[src/rtl/jtframe_sdram_sched.sv]
// SDRAM request scheduler: arbitrates four bank ports and the download port onto one controller command.
// Optional macro JTFRAME_SDRAM_BA0_PRIO_EN gives bank 0 every other grant; banks 1-3 rotate among themselves.
module jtframe_sdram_sched #(
  parameter int SDRAMW = 22,
  parameter int TOUT   = 255
) (
  input  logic              clk,
  input  logic              rst_n,
  input  logic              downloading,
  input  logic [3:0]        ba_rd,
  input  logic [3:0]        ba_wr,
  input  logic [SDRAMW-1:0] ba0_addr,
  input  logic [SDRAMW-1:0] ba1_addr,
  input  logic [SDRAMW-1:0] ba2_addr,
  input  logic [SDRAMW-1:0] ba3_addr,
  input  logic              prog_rd,
  input  logic              prog_we,
  input  logic [SDRAMW-1:0] prog_addr,
  input  logic [1:0]        prog_ba,
  output logic              cmd_vld,
  output logic              cmd_we,
  output logic [1:0]        cmd_ba,
  output logic [SDRAMW-1:0] cmd_addr,
  input  logic              cmd_ack,
  input  logic              cmd_rdy,
  output logic [3:0]        ba_ack,
  output logic [3:0]        ba_rdy,
  output logic              prog_ack,
  output logic              prog_rdy,
  output logic              busy,
  output logic              tout_err
);

  typedef enum logic [1:0] {ST_IDLE = 2'd0, ST_ISSUE = 2'd1, ST_WAIT = 2'd2} state_t;

  localparam logic [7:0] TOUT_C = 8'(TOUT);

  state_t            state_q;
  logic [1:0]        last_q;
  logic [1:0]        hi_q;
  logic              gprog_q;
  logic [7:0]        cnt_q;
  logic              cmd_vld_q, cmd_we_q, busy_q, tout_q, prog_ack_q, prog_rdy_q;
  logic [1:0]        cmd_ba_q;
  logic [SDRAMW-1:0] cmd_addr_q;
  logic [3:0]        ba_ack_q, ba_rdy_q;

  logic [3:0]        elig_s;
  logic              prog_elig_s;
  logic              win_vld_s;
  logic [1:0]        win_s;
  logic [SDRAMW-1:0] win_addr_s;

  function automatic logic [3:0] onehot(input logic [1:0] idx);
    onehot = 4'b0001 << idx;
  endfunction

  assign elig_s      = (ba_rd | ba_wr) & {4{~downloading}};
  assign prog_elig_s = downloading & (prog_rd | prog_we);

  // Pick the winning bank for the next grant
  always_comb begin
    logic [1:0] cand_v;
    win_vld_s = 1'b0;
    win_s     = 2'd0;
    cand_v    = 2'd0;
`ifdef JTFRAME_SDRAM_BA0_PRIO_EN
    // bank 0 yields to the rotation right after its own grant, so it wins every other slot
    if (elig_s[0] && last_q != 2'd0) begin
      win_vld_s = 1'b1;
      win_s     = 2'd0;
    end else begin
      cand_v = hi_q;
      for (int k = 0; k < 3; k++) begin
        cand_v = (cand_v == 2'd3) ? 2'd1 : cand_v + 2'd1;
        if (!win_vld_s && elig_s[cand_v]) begin
          win_vld_s = 1'b1;
          win_s     = cand_v;
        end else begin
          win_vld_s = win_vld_s;
        end
      end
      if (!win_vld_s && elig_s[0]) begin
        win_vld_s = 1'b1;
        win_s     = 2'd0;
      end else begin
        win_vld_s = win_vld_s;
      end
    end
`else
    for (int k = 0; k < 4; k++) begin
      cand_v = last_q + 2'(k + 1);
      if (!win_vld_s && elig_s[cand_v]) begin
        win_vld_s = 1'b1;
        win_s     = cand_v;
      end else begin
        win_vld_s = win_vld_s;
      end
    end
`endif
  end

  // Address of the winning bank
  always_comb begin
    case (win_s)
      2'd0:    win_addr_s = ba0_addr;
      2'd1:    win_addr_s = ba1_addr;
      2'd2:    win_addr_s = ba2_addr;
      2'd3:    win_addr_s = ba3_addr;
      default: win_addr_s = ba0_addr;
    endcase
  end

  // Scheduler FSM with registered command and handshake outputs
  always_ff @(posedge clk) begin
    if (!rst_n) begin
      state_q    <= ST_IDLE;
      last_q     <= 2'd3;
      hi_q       <= 2'd3;
      gprog_q    <= 1'b0;
      cnt_q      <= 8'd0;
      cmd_vld_q  <= 1'b0;
      cmd_we_q   <= 1'b0;
      cmd_ba_q   <= 2'd0;
      cmd_addr_q <= '0;
      ba_ack_q   <= 4'd0;
      ba_rdy_q   <= 4'd0;
      prog_ack_q <= 1'b0;
      prog_rdy_q <= 1'b0;
      busy_q     <= 1'b0;
      tout_q     <= 1'b0;
    end else begin
      ba_ack_q   <= 4'd0;
      ba_rdy_q   <= 4'd0;
      prog_ack_q <= 1'b0;
      prog_rdy_q <= 1'b0;
      case (state_q)
        ST_IDLE: begin
          if (prog_elig_s) begin
            gprog_q    <= 1'b1;
            cmd_vld_q  <= 1'b1;
            cmd_we_q   <= prog_we;
            cmd_ba_q   <= prog_ba;
            cmd_addr_q <= prog_addr;
            busy_q     <= 1'b1;
            state_q    <= ST_ISSUE;
          end else if (win_vld_s) begin
            gprog_q    <= 1'b0;
            cmd_vld_q  <= 1'b1;
            cmd_we_q   <= ba_wr[win_s];
            cmd_ba_q   <= win_s;
            cmd_addr_q <= win_addr_s;
            last_q     <= win_s;
            if (win_s != 2'd0) hi_q <= win_s;
            else               hi_q <= hi_q;
            busy_q     <= 1'b1;
            state_q    <= ST_ISSUE;
          end else begin
            state_q <= ST_IDLE;
          end
        end
        ST_ISSUE: begin
          if (cmd_ack || cmd_rdy) begin
            if (gprog_q) prog_ack_q <= 1'b1;
            else         ba_ack_q   <= onehot(cmd_ba_q);
            cmd_vld_q <= 1'b0;
            cnt_q     <= 8'd0;
            if (cmd_rdy) begin
              if (gprog_q) prog_rdy_q <= 1'b1;
              else         ba_rdy_q   <= onehot(cmd_ba_q);
              busy_q  <= 1'b0;
              state_q <= ST_IDLE;
            end else begin
              state_q <= ST_WAIT;
            end
          end else begin
            state_q <= ST_ISSUE;
          end
        end
        ST_WAIT: begin
          if (cmd_rdy || cnt_q == TOUT_C) begin
            if (gprog_q) prog_rdy_q <= 1'b1;
            else         ba_rdy_q   <= onehot(cmd_ba_q);
            if (!cmd_rdy) tout_q <= 1'b1;
            else          tout_q <= tout_q;
            busy_q  <= 1'b0;
            state_q <= ST_IDLE;
          end else begin
            cnt_q   <= cnt_q + 8'd1;
            state_q <= ST_WAIT;
          end
        end
        default: begin
          cmd_vld_q <= 1'b0;
          busy_q    <= 1'b0;
          state_q   <= ST_IDLE;
        end
      endcase
    end
  end

  assign cmd_vld  = cmd_vld_q;
  assign cmd_we   = cmd_we_q;
  assign cmd_ba   = cmd_ba_q;
  assign cmd_addr = cmd_addr_q;
  assign ba_ack   = ba_ack_q;
  assign ba_rdy   = ba_rdy_q;
  assign prog_ack = prog_ack_q;
  assign prog_rdy = prog_rdy_q;
  assign busy     = busy_q;
  assign tout_err = tout_q;

endmodule
[config.mk]
export PLATFORM = sky130hd
export DESIGN_NAME = jtframe_sdram_sched
export DESIGN_NICKNAME = d
export VERILOG_FILES = /design/src/rtl/jtframe_sdram_sched.sv
export SDC_FILE = /design/constraint.sdc
export NUM_CORES = 1
export LEC_CHECK = 0
export ABC_AREA = 0
export BUFFER_PORTS_ARGS = -buffer_cell sky130_fd_sc_hd__buf_2
export CAP_MARGIN = 25
export CORE_UTILIZATION = 41
export DETAILED_ROUTE_END_ITERATION = 6
export GPL_TIMING_DRIVEN = 0
export PLACE_DENSITY = 0.88
export SYNTH_ARGS = -nofsm -noshare
export SYNTH_HDL_FRONTEND = slang
export SYNTH_SLANG_ARGS = --single-unit
[constraint.sdc]
create_clock -name clk -period 1.9 [get_ports clk]
set_input_delay 0.19 -clock clk [delete_from_list [all_inputs] [get_ports clk]]
set_output_delay 0.19 -clock clk [all_outputs]
set_load 0.05 [all_outputs]
* Yosys cells after proc, flatten, opt, wreduce, memory -nomap -nowiden
Cells that the tools add are included.
** Word-level totals
- Flip-flop bits (word level) :: 51
- Output and inout bits :: 38
- Logic and storage cells :: 116
** Cells by class
- Reduce and logical (&&, ||, !) cells :: 19
- Bitwise gates (word level) :: 8
- Add/subtract/negate cells :: 4
- $lt $le $gt $ge :: 5
- Shift operators :: 1
- Multiplexer cells :: 54
- Equality and inequality tests :: 11
** Operators by type and width (number)
- 22-bit one-hot mux with 4 select lines :: 1
- 22-bit 2-to-1 mux :: 2
- 1-bit 2-to-1 mux :: 25
- 2-bit 2-to-1 mux :: 9
- 4-bit 2-to-1 mux :: 4
- 8-bit 2-to-1 mux :: 2
- 8-bit one-hot mux with 2 select lines :: 1
- 2-bit by 3-bit less-than comparator with 1-bit output (second input constant) :: 5
- 3-bit AND reduction :: 5
- 1-bit binary-select mux with 2-bit select :: 5
- 8-bit by 1-bit adder with 8-bit output (second input constant) :: 1
- 8-bit == test (second input constant) :: 1
- 2-bit inequality test (second input constant) :: 4
- 4-bit one-hot mux with 2 select lines :: 1
- 2-bit == test (second input constant) :: 3
- 1-bit one-hot mux with 3 select lines :: 2
- 2-bit one-hot mux with 3 select lines :: 1
- 2-bit adder (second input constant) :: 2
- 4-bit AND :: 1
- 2-bit by 1-bit == test with 1-bit output (second input constant) :: 2
- 2-bit logical NOT :: 2
- 1-bit NOT :: 4
- 4-bit bitwise OR :: 1
- 4-bit AND reduction :: 1
- other kinds (11) :: 17

* Depth between registers and ports, before layout
Gate-level depths: netlist (run 1).
- Word-level depth :: 18
- Mapped depth :: 9
- Mapped depth without buffers :: 8

* Worst setup path after synthesis (run 1)
Ideal clock, no wire load.
- Path type :: flip-flop to flip-flop
- Start point :: register state_q[0]
- End point :: register cnt_q[5]
- Library setup time :: 72 ps
- Path buffers :: 1
- Slack :: -76 ps
- Cell stages (with the launch flop) :: 9
- Arrival :: 1904 ps
- Data required time :: 1828 ps
- Path through :: dfxtp_1 -> inv_1 -> ha_1 -> clkbuf_1 -> nor2_1 -> a211oi_2 -> nand4_1 -> or3_1 -> a21oi_1
** On the way
- Longest elaborated chain between the ends :: 3
** Ends and longest elaborated chain
- start: declaration :: line 38 : state_t state_q;
- start signal: assignment :: line 117 : state_q <= ST_IDLE;
- start signal: assignment :: line 146 : state_q <= ST_ISSUE;
- start signal: assignment :: line 157 : state_q <= ST_ISSUE;
- 2-bit == test or 2-bit by 1-bit == test with 1-bit output (tied branches) :: line 137 : case (state_q)
- 2-bit inequality test (no source line) or 2-bit nonzero test (tied branches)
- 3-bit AND reduction (no source line)
- end signal: assignment :: line 189 : cnt_q <= cnt_q + 8'd1;
- end: declaration :: line 42 : logic [7:0] cnt_q;
Parallel ways exist; a longest one is shown, timed or not.
A chain may end at the register's enable or synchronous reset.

* Worst setup path after layout (run 1)
- Start point :: register last_q[0]
- End point :: register cmd_addr_q[20] (netlist: cmd_addr[20])
** On the way
- Longest elaborated chain between the ends :: 17
** Ends and longest elaborated chain
- start: declaration :: line 39 : logic [1:0] last_q;
- start signal: assignment :: line 153 : last_q <= win_s;
- 2-bit by 1-bit adder with 2-bit output :: line 92 : cand_v = last_q + 2'(k + 1);
- 1-bit binary-select mux with 2-bit select :: line 93 : if (!win_vld_s && elig_s[cand_v]) begin
- 1-bit 2-to-1 mux (not written as such) :: line 93
- 1-bit 2-to-1 mux :: line 93
- 1-bit logical NOT :: line 93
- 1-bit logical AND :: line 93
- 1-bit 2-to-1 mux :: line 93
- 1-bit logical NOT :: line 93
- 1-bit logical AND :: line 93
- 1-bit 2-to-1 mux :: line 93
- 1-bit logical NOT :: line 93
- 1-bit logical AND :: line 93
- 2-bit 2-to-1 mux :: line 93
- 2-bit == test, or another cell as far along :: line 105 : case (win_s)
- 22-bit one-hot mux with 4 select lines :: line 105
- 22-bit 2-to-1 mux :: line 147 : end else if (win_vld_s) begin
- 22-bit 2-to-1 mux :: line 139 : if (prog_elig_s) begin
- end signal: assignment :: line 144 : cmd_addr_q <= prog_addr;
- end signal: assignment :: line 152 : cmd_addr_q <= win_addr_s;
- end: declaration :: line 45 : logic [SDRAMW-1:0] cmd_addr_q;
Parallel ways exist; a longest one is shown, timed or not. The select of a mux whose other input is x is not followed.

==> impl_metrics.toml, run 1 <==
[timing]
worst_clock_skew_ns = 0.00558
finalHoldViolCount = 0
period_needed_ns = 1.95
setup_ws_ns = -0.0455
hold_ws_ns = 0.198
maxSlewViolCount = 0
min_period_over_period_pct = 102
rsz0062_at_grt = "yes"
worstMarginPinSlew_ns = 0.596
fmax_mhz = 514
slew_headroom_pct = 60.1
finalSetupViolCount = 10

[clocking]
clk_pin_slew_worst_paths_ns = 0.10
cts_root_buf = "clkbuf_8"
cts_buffers = 5
cts.sinks = 51
htree_levels = 2
clockBufferDepth = 2
insertion_delay_ns = 0.31
cts_tree = "yes"

[yosys]
ys_seq_area_share_pct = 34.1
synthCells = 337
synth_top_area_share_pct = 34.1
synth-async-reset-ratio_pct = 0
synth_nets = 469
synth_ff_type = "dfxtp_1"
yosys-top-cells-area = "dfxtp_1 34%, mux2i_1 11%, nor2_1 4.4%, nand2_1 4.0%, o211ai_1 3.5%"
yosys_warnings = 0
syn_area_um2 = 2990
synth_cell_types = 51
yosys.area.top_type = "dfxtp_1"
synth-edff-count = 0
ys_ff_latch = 51
syn_area_per_cell_um2 = 8.88

[place]
dp_hpwl_um = 7590
pre_cts_slack_ns = -0.296
place_inst = 595
place_congestion = 0.868
dpl_cell_area_um2 = 3930
io_buffers = 162

[grt]
grt_max_degree = 17
grt_pass1_wl_um = 14400
grt_pass1_vias = 3125
grtUsageTotal_pct = 24.3
overflow = 0
grt_antenna_before_repair = 0

[worst_setup_path]
crit_path_start_kind = "register"
worstSetupEndpointType = "register"
critPathMaxFanout = 6
cp_data_required_time_ns = 2.10
cp.arrival_ns = 2.15
critPathKind = "register to register"

[layout]
final_common_cell = "buf_2"
n_antenna_cell = 0
utilization_pct = 61.9
finalInstanceArea_um2 = 4280
final_nets = 646
final-instance-count-excl-fill = 611
area_delta_synth_final_pct = 42.9
final_cell_mix = "162 x buf_2, 47 x dfxtp_1, 34 x nor2_1"
drive_above_1_share_pct = 44.3

[power_and_ir_drop]
p_leak_nw = 2.12
power_density_nw_per_um2 = 765
irDropWorstVdd_uv = 451

[routing]
drtIter0Drc = 166
drc = 0
vias_per_cell = 5.52
wl_um = 9910
vias = 3372
wl_met1_um = 3730
drtPass1Iterations = 5
top_layer = "met4"
ant_nets = 0
wl_met3_um = 620
route.met2.wl_um = 5270
drt-wirelength-per-cell_um = 16.2

[run]
maxCapViolCount = 0

[floorplan]
fp.dieH_um = 87.4
initial_core_util_pct = 43.3
core_region_area_um2 = 6910
placementRows = 30
die_area_um2 = 7650
io_pins = 165
dieWidth_um = 87.4

[run_status]
violations = "setup timing"
outcome = "complete, but fails checks"

[min_path]
hold_class = "input pin to register"
through the flow:
step / setup TNS (ns) / power, W
3_5_place_dp: -4.99 / 0.00235
5_1_grt: -1.09 / 0.00340
2_1_floorplan: 0 / 0.00200
3_3_place_gp: -2.78 / 0.00232
6_report: -0.202 / 0.00327
4_1_cts: -0.0809 / 0.00320
repair_timing:
action | CTS | global route
gates cloned | 0 | 2
pin swaps | 8 | 9
setup endpoints to repair | 29 | 29
gates resized for setup | 15 | 23
buffers inserted | 7 | 1
hold buffers | 0 | 0
state kept, by name, indices dropped and copies added, names as in the netlist, 2 cells and up:
name and cells:
state_q 2, cmd_ba 2, cmd_addr 22, ba_rdy 4, ba_ack 4, last_q 2
cnt_q 8
cells by family after synthesis:
logic type,after synthesis,synth area share [%]
compound gates,84,22.6
buf+inv,28,5.14
flops,51,34.1
mux,44,15.4
simple gates,120,19.2
xor+xnor,5,1.46
fa+ha+maj,5,2.09
worst max-delay path, cell delays in order, from the launching register on:
cell and delay [ns]:
dfxtp_4 0.36, o21ba_4 0.23, o21ai_2 0.06, a211o_1 0.31, buf_6 0.15, buf_12 0.15
mux2_4 0.30, a221o_1 0.28
cell type report:
cell class / instances / area, um^2
fillers: 610 / 2630
plain buffers: 21 / 174
well taps: 96 / 120
inverters: 5 / 18.8
multi-input cells: 258 / 1880
clock buffers: 6 / 82.6
flip-flops and latches: 51 / 1030
clock inverters: 2 / 38.8
repair buffers: 172 / 933
routing by layer:
layer / global-route usage [%] / vias up
li1: - / 1614
met1: 26.9 / 1561
met2: 45.9 / 165
met3: 4.64 / 32
met4: 8.79 / 0
met5: 0 / -
final timing paths:
kind	start	end	slack, ns	cells past startpoint
min	prog_ba[1]	cmd_ba[1]	0.20	3
max	last_q[0]	cmd_addr[20]	-0.05	7
min reg2reg	cmd_we	cmd_we	0.48	2
max reg2reg	last_q[0]	cmd_addr[20]	-0.05	7
Yosys cell counts, types with 2 or more instances:
master / n
nand4_1: 4
nor2_1: 35
dfxtp_1: 51
o41ai_1: 2
nand3_1: 14
or3_1: 14
a211oi_1: 3
mux2_2: 8
clkbuf_1: 12
a21oi_1: 10
o21ai_0: 10
a221o_1: 10
o21a_1: 3
nand2_1: 32
ha_1: 5
nor3_1: 6
mux2i_1: 34
buf_4: 4
inv_1: 5
o211ai_1: 14
and2_1: 3
nand2b_1: 3
a211o_1: 2
and3_1: 4
buf_2: 3
o21ai_2: 2
nor2b_1: 2
mux2_4: 2
a221oi_1: 12
xor2_1: 4
buf_6: 4
where the power goes:
part | internal (W) | switching, W | leakage, nW
Clock | 0.000434 | 0.000386 | 0.0618
Combinational | 0.000482 | 0.000741 | 1.64
Sequential | 0.00116 | 0.0000620 | 0.420
Total | 0.00208 | 0.00119 | 2.12
(Power assumes the default switching activity.)
==> run 2, diff against run 1 <==
--- a/config.mk
+++ b/config.mk
@@ -8,10 +8,12 @@
 export ABC_AREA = 0
 export BUFFER_PORTS_ARGS = -buffer_cell sky130_fd_sc_hd__buf_2
 export CAP_MARGIN = 25
-export CORE_UTILIZATION = 41
+export CELL_PAD_IN_SITES_DETAIL_PLACEMENT = 0
+export CELL_PAD_IN_SITES_GLOBAL_PLACEMENT = 1
+export CORE_UTILIZATION = 28
 export DETAILED_ROUTE_END_ITERATION = 6
 export GPL_TIMING_DRIVEN = 0
-export PLACE_DENSITY = 0.88
+export PLACE_DENSITY = 0.86
 export SYNTH_ARGS = -nofsm -noshare
 export SYNTH_HDL_FRONTEND = slang
 export SYNTH_SLANG_ARGS = --single-unit
==> run 2 against run 1 <==
Effect of this change: the run still ends with setup timing left; clock-buffer cell count did not move; clock power rose by 2%; worst setup slack got worse by 0.035 ns; global-route usage fell by 6.5 points; sequential share of layout area fell by 0.80 points; combinational power rose by 3%; critical path type unchanged.
==> impl_metrics.toml, run 2 (synthesized netlist as in run 1, its figures left out) <==
[place]
place_congestion = 0.775
io_buffers = 162
place_inst = 635
dp_hpwl_um = 7860
pre_cts_slack_ns = -0.334

[floorplan]
dieWidth_um = 105
die_area_um2 = 11100
io_pins = 165
fp.dieH_um = 105
core_region_area_um2 = 10300
initial_core_util_pct = 29.0
placementRows = 37

[timing]
min_period_over_period_pct = 104
worst_clock_skew_ns = 0.0140
setup_ws_ns = -0.0803
worstMarginPinSlew_ns = 0.587
maxSlewViolCount = 0
finalSetupViolCount = 17
slew_headroom_pct = 60.9
period_needed_ns = 1.98
fmax_mhz = 505
rsz0062_at_grt = "yes"
finalHoldViolCount = 0

[run_status]
outcome = "complete, but fails checks"
violations = "setup timing"

[clocking]
cts_buffers = 5
cts.sinks = 51
clk_pin_slew_worst_paths_ns = 0.10
cts_root_buf = "clkbuf_8"
insertion_delay_ns = 0.32
cts_tree = "yes"
clockBufferDepth = 2
htree_levels = 2

[worst_setup_path]
cp_data_required_time_ns = 2.10
crit_path_start_kind = "register"
cpMaxStageDelayCell = "dfxtp_4"
path_cells = "o21ba_4, o21ai_2, a211o_1, buf_6, buf_12, mux2_4, a221o_1"
cpPeakStageDelay_ns = 0.37
critPathMaxFanout = 6
critPathKind = "register to register"
worstSetupEndpointType = "register"
cp.arrival_ns = 2.18

[layout]
final_nets = 653
final_cell_mix = "162 x buf_2, 46 x dfxtp_1, 33 x nor2_1"
final-instance-count-excl-fill = 659
drive_above_1_share_pct = 47.9
largest_register_ffs = 22
area_delta_synth_final_pct = 48.0
final_common_cell = "buf_2"

[power_and_ir_drop]
p_clk_share_pct = 25.3
combPwrFrac_pct = 37.8
power_density_nw_per_um2 = 750
p_leak_nw = 2.14
swShare_pct = 36.9
p_switching_w = 0.00123
seqPwrFrac_pct = 37.0
p_int_w = 0.00209
irDropWorstVdd_uv = 361

[routing]
wl_um = 10300
vias_per_cell = 5.04
ant_nets = 0
drt-wirelength-per-cell_um = 15.6
drc = 0
drtIter0Drc = 113
drtPass1Iterations = 4
vias = 3320

[min_path]
hold_class = "input pin to register"

[grt]
grt_max_degree = 17
grtUsageTotal_pct = 17.9
grt_pass1_vias = 3239
grt_pass1_wl_um = 15700
overflow = 0
grt_antenna_before_repair = 1

[run]
maxCapViolCount = 0
[run 2: changes by cell type in the layout (fill, tap and decap cells not counted), sizes merged]
cell and change:
buf +9, clkbuf -2, diode +1
[run 2: per-layer routing]
layer	track usage (%)	up-vias	wire [um]
met4	5.23	2	133
li1	-	1629	-
met1	20.7	1549	4440
met2	33.0	128	5100
met3	3.53	12	572
met5	0	-	12
[run 2: power by group through the flow]
stage	Combinational, W	Clock [W]	Sequential [W]
final	0.00126	0.000839	0.00123
after global routing	0.00134	0.000884	0.00124
after CTS	0.00118	0.000845	0.00123
after detailed placement	0.00111	0	0.00125
after global placement	0.00110	0	0.00125
after floorplan	0.000476	0	0.00152
[run 2: cell type report]
cell class,instances,area [um^2]
Inverter,5,18.8
Buffer,21,164
Tap cell,136,170
Fill cell,1049,5900
Clock buffer,6,82.6
Antenna cell,1,2.50
Multi-Input combinational cell,258,1950
Timing Repair Buffer,179,966
Sequential cell,51,1030
Clock inverter,2,38.8
[run 2: what timing repair did]
item | in CTS | in global routing
buffers inserted | 6 | 10
gates cloned | 1 | 0
endpoints found under the setup margin | 31 | 28
gates resized for setup | 24 | 30
hold buffers | 0 | 0
pin swaps | 5 | 15
[run 2: path summary, 6_finish.rpt]
path / start / to / slack [ns] / cells after the start
setup / recovery: last_q[0] / cmd_addr[20] / -0.08 / 7
hold / removal: cmd_ack / state_q[1] / 0.17 / 3
setup reg to reg: last_q[0] / cmd_addr[20] / -0.08 / 7
hold reg to reg: tout_err / tout_err / 0.48 / 1
[run 2: metrics by stage]
| step | util, % | hold WS, ns | total power (W) | TNS (ns) | cell area (um^2) |
|---|---|---|---|---|---|
| floorplan | - | 0.335 | 0.00200 | 0 | 2990 |
| global placement | 38.5 | 0.460 | 0.00234 | -5.25 | 3980 |
| detailed placement | 38.5 | 0.467 | 0.00236 | -6.24 | 3980 |
| CTS | 41.0 | 0.175 | 0.00325 | -0.736 | 4240 |
| global route | 42.9 | 0.197 | 0.00346 | -1.46 | 4430 |
| finish | 42.9 | 0.174 | 0.00332 | -0.474 | 4430 |
[run 2: worst max-delay path: cells and delay by family, from the launching register on]
| kind | cells | cell delay (ns) |
|---|---|---|
| AOI/OAI and AO/OA | 4 | 0.91 |
| buffers and inverters | 2 | 0.30 |
| muxes | 1 | 0.29 |
| DFF | 1 | 0.37 |
